[config.mk]
export PLATFORM = sky130hd
export DESIGN_NAME = ysyx_22041207_if_id_buf
export DESIGN_NICKNAME = d
export VERILOG_FILES = /design/src/rtl/ysyx_22041207_pkg.sv /design/src/rtl/ysyx_22041207_pipe_slot.sv /design/src/rtl/ysyx_22041207_if_id_buf.sv
export SDC_FILE = /design/constraint.sdc
export NUM_CORES = 1
export LEC_CHECK = 0
export CAP_MARGIN = 40
export CORE_MARGIN = 2
export CORE_UTILIZATION = 55
export CTS_BUF_LIST = sky130_fd_sc_hd__clkbuf_8
export CTS_CLUSTER_DIAMETER = 200
export DETAILED_ROUTE_END_ITERATION = 8
export HOLD_SLACK_MARGIN = 0.05
export PLACE_DENSITY = 0.94
export SLEW_MARGIN = 20
export SYNTH_ARGS = -nofsm -noshare
export SYNTH_HDL_FRONTEND = slang
export SYNTH_SLANG_ARGS = --single-unit
[constraint.sdc]
create_clock -name clk -period 3.7 [get_ports clk]
set_input_delay 0.555 -clock clk [delete_from_list [all_inputs] [get_ports clk]]
set_output_delay 0.555 -clock clk [all_outputs]
set_load 0.05 [all_outputs]
[src/rtl/ysyx_22041207_pkg.sv]
// Shared IF/ID definitions: widths, bubble instruction, reset PC, buffer state.
// Latency: n/a (types and constants only).
// Backpressure: n/a.
package ysyx_22041207_pkg;

    localparam int XLEN = 64;
    localparam int ILEN = 32;

    // addi x0,x0,0 -- what decode sees whenever the buffer is empty
    localparam logic [31:0] NOP_INST = 32'h0000_0013;
    localparam logic [63:0] RESET_PC = 64'h8000_0000;

    // Occupancy is carried directly by the slot valids as {s_v, m_v};
    // 2'b10 (skid valid without main valid) is never legal.
    typedef enum logic [1:0] {
        EMPTY = 2'b00,
        ONE   = 2'b01,
        FULL  = 2'b11
    } buf_state_t;

    function automatic buf_state_t occupancy(input logic m_v, input logic s_v);
        return buf_state_t'({s_v, m_v});
    endfunction

endpackage

[src/rtl/ysyx_22041207_pipe_slot.sv]
// One pipeline entry: valid flag plus instruction and PC registers.
// Latency: load/clear take effect on the next rising edge.
// Backpressure: none; the owner decides when to load, clear or hold.
module ysyx_22041207_pipe_slot #(
    parameter int              XLEN     = 64,
    parameter int              ILEN     = 32,
    parameter logic [ILEN-1:0] RST_INST = ysyx_22041207_pkg::NOP_INST,
    parameter logic [XLEN-1:0] RST_PC   = ysyx_22041207_pkg::RESET_PC
) (
    input  logic            clk,
    input  logic            rst,
    input  logic            ld,
    input  logic            clr,
    input  logic [ILEN-1:0] inst_d,
    input  logic [XLEN-1:0] pc_d,
    output logic            vld,
    output logic [ILEN-1:0] inst_q,
    output logic [XLEN-1:0] pc_q
);

    // Clear beats load so a killed entry never becomes valid; data is
    // left untouched on clear so the last PC stays visible downstream.
    always_ff @(posedge clk) begin
        if (rst) begin
            vld    <= 1'b0;
            inst_q <= RST_INST;
            pc_q   <= RST_PC;
        end else if (clr) begin
            vld    <= 1'b0;
        end else if (ld) begin
            vld    <= 1'b1;
            inst_q <= inst_d;
            pc_q   <= pc_d;
        end
    end

endmodule

[src/rtl/ysyx_22041207_if_id_buf.sv]
// Two-entry elastic IF->ID buffer (main + skid) with flush and NOP bubble.
// Latency: accepted at edge N, visible to decode right after edge N.
// Backpressure: in_ready is a pure flop (~s_v), forced low only during rst.
module ysyx_22041207_if_id_buf #(
    parameter int              XLEN     = ysyx_22041207_pkg::XLEN,
    parameter int              ILEN     = ysyx_22041207_pkg::ILEN,
    parameter logic [ILEN-1:0] NOP_INST = ysyx_22041207_pkg::NOP_INST,
    parameter logic [XLEN-1:0] RESET_PC = ysyx_22041207_pkg::RESET_PC
) (
    input  logic            clk,
    input  logic            rst,
    input  logic            in_valid,
    output logic            in_ready,
    input  logic [ILEN-1:0] inst_i,
    input  logic [XLEN-1:0] pc_i,
    output logic            out_valid,
    input  logic            out_ready,
    output logic [ILEN-1:0] inst_o,
    output logic [XLEN-1:0] pc_o,
    input  logic            flush
);

    import ysyx_22041207_pkg::*;

    logic            m_v;
    logic [ILEN-1:0] m_inst;
    logic [XLEN-1:0] m_pc;
    logic            s_v;
    logic [ILEN-1:0] s_inst;
    logic [XLEN-1:0] s_pc;

    logic            accept;
    logic            deq;
    buf_state_t      state;

    logic            m_ld;
    logic            m_clr;
    logic            m_from_skid;
    logic            s_ld;
    logic            s_clr;
    logic [ILEN-1:0] m_inst_d;
    logic [XLEN-1:0] m_pc_d;

    assign in_ready  = ~s_v & ~rst;
    assign out_valid = m_v;
    assign inst_o    = m_v ? m_inst : NOP_INST;
    assign pc_o      = m_pc;

    assign accept = in_valid & in_ready;
    assign deq    = m_v & out_ready;
    assign state  = occupancy(m_v, s_v);

    // Main refills from skid when draining FULL, otherwise from fetch.
    assign m_inst_d = m_from_skid ? s_inst : inst_i;
    assign m_pc_d   = m_from_skid ? s_pc   : pc_i;

    // Next-state control: flush empties both slots; otherwise follow occupancy.
    always_comb begin
        m_ld        = 1'b0;
        m_clr       = 1'b0;
        m_from_skid = 1'b0;
        s_ld        = 1'b0;
        s_clr       = 1'b0;
        if (flush) begin
            m_clr = 1'b1;
            s_clr = 1'b1;
        end else begin
            case (state)
                EMPTY: begin
                    m_ld = accept;
                end
                ONE: begin
                    if (accept && deq) begin
                        m_ld = 1'b1;
                    end else if (accept) begin
                        s_ld = 1'b1;
                    end else if (deq) begin
                        m_clr = 1'b1;
                    end
                end
                FULL: begin
                    if (deq) begin
                        m_ld        = 1'b1;
                        m_from_skid = 1'b1;
                        s_clr       = 1'b1;
                    end
                end
                default: begin
                    // unreachable encoding: drop back to EMPTY
                    m_clr = 1'b1;
                    s_clr = 1'b1;
                end
            endcase
        end
    end

    ysyx_22041207_pipe_slot #(
        .XLEN     (XLEN),
        .ILEN     (ILEN),
        .RST_INST (NOP_INST),
        .RST_PC   (RESET_PC)
    ) u_main (
        .clk    (clk),
        .rst    (rst),
        .ld     (m_ld),
        .clr    (m_clr),
        .inst_d (m_inst_d),
        .pc_d   (m_pc_d),
        .vld    (m_v),
        .inst_q (m_inst),
        .pc_q   (m_pc)
    );

    ysyx_22041207_pipe_slot #(
        .XLEN     (XLEN),
        .ILEN     (ILEN),
        .RST_INST (NOP_INST),
        .RST_PC   (RESET_PC)
    ) u_skid (
        .clk    (clk),
        .rst    (rst),
        .ld     (s_ld),
        .clr    (s_clr),
        .inst_d (inst_i),
        .pc_d   (pc_i),
        .vld    (s_v),
        .inst_q (s_inst),
        .pc_q   (s_pc)
    );

endmodule
==> out/qor.csv <==
metric,value,unit
Slowest Stage Delay on Critical Path,0.81,ns
slew margin rel.,44.6,%
Final ANT Viol Nets,0,
DRT Pass-1 Iters,5,
fillers,1079,
WL final,21300,um
Post-Syn Nets,1026,
Final Total Pwr,4.18,mW
status,"complete, no violations",
"critical path fanouts, max",21,
fin util,71.3,%
Post-synth ARST share,0,%
CTS Buffer Depth,2,
Final Instance Area,0.0107,mm^2
number of global-route vias before repair,7024,
RSZ-0062 raised after global routing,no,
worst hold start,u_skid.inst_q[13]$_SDFFE_PP0P_,
"Max stage delay cell, worst path",dfxtp_1,
GR Overflow Total,0,
Fmax,319,MHz
slew of the pin with the lowest slew margin,0.832,ns
Routability Congestion,0.792,
startpoint type of the worst setup path,flip-flop,
via/cell ratio,5.71,
Area after DPL,0.0103,mm^2
Worst R2R Setup Slack,1.07,ns
DP HPWL,13200,um
CP endpoint kind,output pin,
synthesized area,0.00835,mm^2
Tmin final,3.13,ns
"critical path, cell by cell",buf_4 > and2_1 > clkdlybuf4s50_1,
Setup Skew,0.0100,ns
CP endpoint,inst_o[24],
pwr/cell area,390,mW/mm^2
WL/cell,16.9,um
layout cells sized above 1,8.47,%
r2r startpoint,u_main.vld$_SDFFE_PP0P_,
Post-synth EDFFs,0,
area delta synth->final,28.5,%
VDD IR max,0.230,mV
Leakage,4.18,nW
core area,0.0150,mm^2
DR iter-0 viols,560,
"Clk Latency, worst-skew pair",0.46,ns
Reg2Reg Depth,7,
initial antenna violation count,0,
row cnt,45,
# hold bufs at CTS,0,
Yosys warnings,0,
CTS root buffer,clkbuf_8,
final count of pins violating max slew,0,
worst path arrival time,2.58,ns
htree depth,4,
largest net degree at the start of global routing,97,
routed vias,7211,
"commonest non-fill, non-tap cell in the layout",clkdlybuf4s50_1,
Global Route Usage Sum,26.0,%
register area share after synthesis,46.5,%
Crit Path Category,reg2out,
worst path required time,3.14,ns
Final Setup Violations,0,
nets@finish,1168,
Worst Setup SP,u_main.vld$_SDFFE_PP0P_,
Final Hold Vio Count,0,
fin crit share,84.7,%
Post-CTS Resized,0,
Top-Level Pins,199,
CTS tree,built,
drt drc,0,
die width,127,um
ant diodes,0,
"area leader, netlist",dfxtp_1,
top post-synthesis cells by area,"dfxtp_1 (47%), mux2i_1 (12%), a21oi_1 (11%)",
Die ar.,0.0162,mm^2
total CTS buffers,17,
Yosys reg bits,194,
reg2reg end,u_skid.pc_q[53]$_SDFFE_PP0P_,
die height,127,um
Syn Inst Count,920,
Syn Area/Cell,9.08,um^2
clk sink count,194,
ys flop type,dfxtp_1,
port bufs,198,
Initial Utilization,55.5,%
WHS,0.457,ns
"Setup Fix Bufs, Post-CTS",0,
Cell variety after synth,30,
top cell type's share of synthesized area,46.5,%
most frequent cells in the layout,"clkdlybuf4s50_1 (197), dfxtp_1 (194), nand2_1 (193)",
setup tns final,0,ns
Hold Crit Class,reg2reg,
Max Cap Viol,0,
first-pass GRT wire length,34300,um
"CTS clk-pin slew, worst paths",0.10,ns
-- kinds of logic (layout without fill, tap and decap cells) --
kind of cell,Yosys count,in the layout,synth area share (%)
AND/OR/NAND/NOR,246,246,12.9
adder cells (fa/ha/maj),5,5,0.749
AO/OA/AOI/OAI,286,286,22.7
multiplexers,96,96,11.5
buffers and inverters,93,248,5.59
flip-flops,194,194,46.5
-- worst max-delay path, delay by kind of cell, from the launching register on --
kind | cells | cell delay (ns)
buf+inv | 2 | 1.13
flops | 1 | 0.81
simple gates | 1 | 0.18
-- worst min-delay path by stage --
stage	endpoint	slack, ns	depth (start not counted)
4_1_cts	u_skid.inst_q[3]$_SDFFE_PP0P_	0.46	2
5_1_grt	u_skid.inst_q[3]$_SDFFE_PP0P_	0.47	2
3_3_place_gp	u_skid.inst_q[24]$_SDFFE_PP0P_	0.44	2
2_1_floorplan	u_skid.inst_q[10]$_SDFFE_PP0P_	0.44	2
6_report	u_skid.inst_q[13]$_SDFFE_PP0P_	0.46	2
3_5_place_dp	u_skid.inst_q[3]$_SDFFE_PP0P_	0.45	2
-- through the flow --
| stage | std cells | worst slack (ns) |
|---|---|---|
| finish | 1263 | 0.567 |
| global route | 1263 | 0.411 |
| CTS | 1263 | 0.534 |
| detailed placement | 1231 | 1.06 |
| global placement | 1231 | 1.09 |
| floorplan | 920 | 1.12 |
-- layer usage --
metal  up-vias  global-route usage, %  routed length (um)
met5         -                      0                   0
met4         0                   9.44                 447
met3        38                   5.49                1350
met2       261                   43.7               10200
met1      3417                   33.3                9270
li1       3495                      -                   -
-- cells in the mapped netlist, drive strengths merged (4+ instances only) --
| cell | n |
|---|---|
| clkbuf | 36 |
| nand2 | 193 |
| and2 | 30 |
| a211oi | 92 |
| a21oi | 184 |
| dfxtp | 194 |
| nand3b | 4 |
| o31a | 4 |
| ha | 5 |
| nand4b | 5 |
| nand2b | 4 |
| nor2 | 4 |
| mux2i | 96 |
| buf | 54 |
-- cell type report --
cell class | instances | area, um^2 | share of cell area [%]
clock inverter | 14 | 140 | 1.31
timing repair buffer | 213 | 2180 | 20.4
inverter | 3 | 11.3 | 0.105
multi-input combinational | 633 | 4020 | 37.5
sequential | 194 | 3880 | 36.2
clock buffer | 18 | 248 | 2.31
tap | 188 | 235 | 2.19
-- state kept, by name (all words and copies together), names as in the netlist --
name           count
u_skid.vld         1
u_main.pc_q       64
u_main.vld         1
u_skid.inst_q     32
u_main.inst_q     32
u_skid.pc_q       64
-- report_power, final --
group / leakage [nW] / switching [mW] / total [mW] / internal (mW)
combinational: 2.41 / 0.375 / 0.635 / 0.260
sequential: 1.57 / 0.0355 / 2.18 / 2.15
clock: 0.197 / 0.749 / 1.36 / 0.615
No activity file was read; power rests on OpenSTA's default activity.
==> RTL change 1: new RTL, same flow settings <==
`XLEN` is set to 64 in 2 places; all go to 68.
--- a/src/rtl/ysyx_22041207_pkg.sv
+++ b/src/rtl/ysyx_22041207_pkg.sv
@@ -3,7 +3,7 @@
 // Backpressure: n/a.
 package ysyx_22041207_pkg;
 
-    localparam int XLEN = 64;
+    localparam int XLEN = 68;
     localparam int ILEN = 32;
 
     // addi x0,x0,0 -- what decode sees whenever the buffer is empty
--- a/src/rtl/ysyx_22041207_pipe_slot.sv
+++ b/src/rtl/ysyx_22041207_pipe_slot.sv
@@ -2,7 +2,7 @@
 // Latency: load/clear take effect on the next rising edge.
 // Backpressure: none; the owner decides when to load, clear or hold.
 module ysyx_22041207_pipe_slot #(
-    parameter int              XLEN     = 64,
+    parameter int              XLEN     = 68,
     parameter int              ILEN     = 32,
     parameter logic [ILEN-1:0] RST_INST = ysyx_22041207_pkg::NOP_INST,
     parameter logic [XLEN-1:0] RST_PC   = ysyx_22041207_pkg::RESET_PC
Ports: changed (resized pc_i and pc_o); port bits go from 199 to 207. No check against the original RTL was run, so the function may have changed too.
==> RTL change 1 against the original RTL <==
Hold slack worse by 0.0036 ns; synthesized area is 8.1% higher; register-to-register slack better by 0.18 ns; wire length is 12% higher; critical path depth stayed put; sequential cell count is 8 higher; setup slack better by 0.35 ns; total power is 16% higher; maximum frequency is 13% higher; clock power is 36% higher; final area is 8.9% higher; largest power group unchanged.
==> RTL change 1: results (changes against the original RTL) <==
- Post-synthesis mux area share: 0.1109 (-0.004180)
- Peak VDD IR: 286.8 µV (+24%)
- Status: completed
- Library cells used by synthesis: 28 (-6.7%)
- GR Util All Layers: 0.2632 (+0.002747)
- Dpl hpwl: 14660 µm (+11%)
- Fin Clk Skew: 0.009467 ns (-0.0005754 ns)
- Worst-margin pin slew: 0.7384 ns (-0.09326 ns)
- Number of DRC markers in iteration 0: 446 (-20%)
- Placed cell count: 1297 (+5.4%)
- Avg Cell Area, Syn: 9.450 µm² (+4.1%)
- Syn_nets: 1065 (+3.8%)
- Vias per cell: 5.764 (+0.95%)
- Largest net degree at the start of global routing: 101 (+4.1%)
- Worst slack, placed: 0.9823 ns (-0.07654 ns)
- Area fraction in compound gates after synthesis: 0.2484 (+0.02111)
- Worst-path clk slew: 0.06 ns (-0.04 ns)
- H-tree Lvls: 2 (-2)
- Synth top cells by count: dfxtp_1, nand2_1, a21oi_1
- Routed vias: 7804 (+8.2%)
- # port buffers: 206 (+4.0%)
- Final nets: 1228 (+5.1%)
- Fraction of layout cells with a size suffix above 1: 0.1415 (+0.05683)
- Clk_lat worst skew: 0.50 ns (+0.04 ns)
- Synth area leaders: dfxtp_1, a211oi_2, mux2i_1
- Pwr Density: 414.2 nW/µm² (+6.2%)
- Vias in the first global route: 7705 (+9.7%)
- CP arrival: 2.22 ns (-0.36 ns)
- Pleak: 4.559 nW (+9.1%)
- Crit path max fanout: 41 (+95%)
- First-pass GRT wire length: 38360 µm (+12%)
==> RTL change 1: cell types whose count changed after synthesis, moves of 3 or more <==
cell	change
buf_2	-6
nand2_1	+8
buf_6	+4
dfxtp_1	+8
a211oi_2	+56
a211oi_1	-52
buf_4	+18
clkbuf_1	-10
buf_1	-3
mux2i_1	+4
a21oi_1	+8
==> RTL change 1: final cells by class <==
type / count / area [µm²]
fill: 1090 / 4260
tap: 216 / 270.3
clock buffer: 42 / 578.1
multi-input combinational: 657 / 4444
timing repair buffer: 220 / 2278
sequential: 202 / 4044
inverter: 3 / 11.26
clock inverter: 14 / 56.30
==> RTL change 1: cells by family after synthesis <==
group                      after synthesis
AOI/OAI and AO/OA                      298
adders and majority gates                5
buffers and inverters                   96
DFF                                    202
muxes                                  100
and+or+nand+nor                        254
==> RTL change 1: worst max-delay path, stage by stage, from the launching register on <==
cell and delay [ns]:
dfxtp_1 0.31, buf_4 0.35, and2_1 0.21, clkdlybuf4s50_1 0.86
==> RTL change 1: routing by layer <==
layer / track usage / wire length (µm) / vias to the layer above
met2: 0.4618 / 11910 / 271
li1: - / - / 3678
met3: 0.05229 / 1424 / 55
met4: 0.1111 / 778 / 0
met5: 0 / 0 / -
met1: 0.3136 / 9858 / 3800
==> RTL change 1: final timing paths <==
path | from | endpoint | slack [ns] | depth (start not counted)
worst max-delay path | u_main.vld | inst_o[29] | 0.92 | 3
worst min-delay path | u_skid.pc_q[37] | u_skid.pc_q[37] | 0.45 | 2
worst max register to register | u_main.vld | u_skid.pc_q[0] | 1.25 | 8
worst min register to register | u_skid.pc_q[37] | u_skid.pc_q[37] | 0.45 | 2
==> RTL change 1: power by group <==
group,switching (mW),internal (mW),leakage [nW],total (mW)
Sequential,0.0369,2.24,1.64,2.28
Clock,0.834,1.02,0.372,1.85
Combinational,0.426,0.285,2.55,0.711
==> RTL change 2: new RTL, config.mk and constraints unchanged <==
Made on the original files. Reset style: asynchronous (`rst`), changed in one clocked block.
--- a/src/rtl/ysyx_22041207_pipe_slot.sv
+++ b/src/rtl/ysyx_22041207_pipe_slot.sv
@@ -20,7 +20,7 @@
 
     // Clear beats load so a killed entry never becomes valid; data is
     // left untouched on clear so the last PC stays visible downstream.
-    always_ff @(posedge clk) begin
+    always_ff @(posedge clk or posedge rst) begin
         if (rst) begin
             vld    <= 1'b0;
             inst_q <= RST_INST;
Function: differs if rst is asserted again (counterexample within 4 cycles, from zero or initial values and one cycle with rst high); with rst held inactive, the same outputs for 4 cycles.
==> RTL change 2 against the original RTL <==
Via count is 26% lower; largest cell class is now sequential cells; wire length shrank 13%; sequential cell count is the same; final area increased by 5.1%; critical path type is now reg -> reg; synthesized area is 4.3% higher; setup slack better by 0.34 ns; maximum frequency increased by 12%.
Power is not compared: it rests on default switching activity, and its combinational part moved more than twofold at a synthesized area within 25%.
==> RTL change 2: results (changes against the original RTL) <==
- Dpl hpwl: 12540 µm (-4.7%)
- Area fraction in compound gates after synthesis: 0.003162 (-0.2242)
- Vias per cell: 5.365 (-6.0%)
- Final nets: 872 (-25%)
- Met2 WL: 9017 µm (-12%)
- Hold Crit Depth: 1 (-1)
- Crit path max fanout: 97 (+360%)
- First-pass GRT wire length: 29590 µm (-14%)
- Die area: 16850 µm² (+4.1%)
- Status: completed
- GR Util All Layers: 0.2265 (-0.03386)
- Met3 Routed Length: 1428 µm (+6.2%)
- Post-synth ARST share: 1.000 (+1.000)
- Crit Path Category: reg -> reg
- Worst slack, placed: 0.7865 ns (-0.2723 ns)
- Sequential area share after synthesis: 0.5589 (+0.09370)
- Synth top cells by count: mux2_2, dfrtp_1, and2_1
- M1 wire length: 7719 µm (-17%)
- Synth area leaders: dfrtp_1, mux2_2, dfstp_2
- Fraction of layout cells with a size suffix above 1: 0.4365 (+0.3518)
- Placed cell count: 958 (-22%)
- Library cells used by synthesis: 23 (-23%)
- Final hold slack: 0.5065 ns (+0.04978 ns)
- Min-Delay Startpoint: u_main.inst_q[29]
- Largest net degree at the start of global routing: 101 (+4.1%)
- Routed WL per cell: 18.74 µm (+11%)
- Multi-input combinational area share: 0.3221 (-0.05309)
- Relative slew slack: 0.6260 (+0.1804)
- Reg area: 4865 µm² (+25%)
- Post-synthesis mux area share: 0.3726 (+0.2575)
- Fin Clk Skew: 0.006832 ns (-0.003211 ns)
- Placer Congestion: 0.7617 (-3.9%)
- Routed vias: 5311 (-26%)
- CP arrival: 3.12 ns (+0.54 ns)
- Min Tclk post-route: 2.791 ns (-0.3415 ns)
- Signal buf overhead: 0.1873 (-0.01622)
- Slowest cell on crit path: buf_12
-- RTL change 2: cell count changes after synthesis, sizes merged, moves of 5 or more --
cell    before  now
a21oi      184    1
clkbuf      36   15
mux2i       96    0
nand4b       5    0
dfstp        0    8
nand2      193    1
mux2         0  288
a211oi      92    0
dfxtp      194    0
dfrtp        0  186
buf         54   20
-- RTL change 2: layer usage --
metal | vias to the layer above | track usage
met5 | - | 0
met4 | 0 | 0.08412
met3 | 30 | 0.07421
met2 | 166 | 0.3770
met1 | 2681 | 0.2778
li1 | 2434 | -
-- RTL change 2: power by group --
group	internal, mW	switching (mW)
Clock	0.616	0.717
Sequential	3.00	0.455
Combinational	1.37	1.79
Total	4.99	2.96
-- RTL change 2: kinds of logic after synthesis --
kind of cell,after synthesis
AO/OA/AOI/OAI,3
adder cells (fa/ha/maj),5
buffers and inverters,38
flip-flops,194
multiplexers,288
AND/OR/NAND/NOR,47
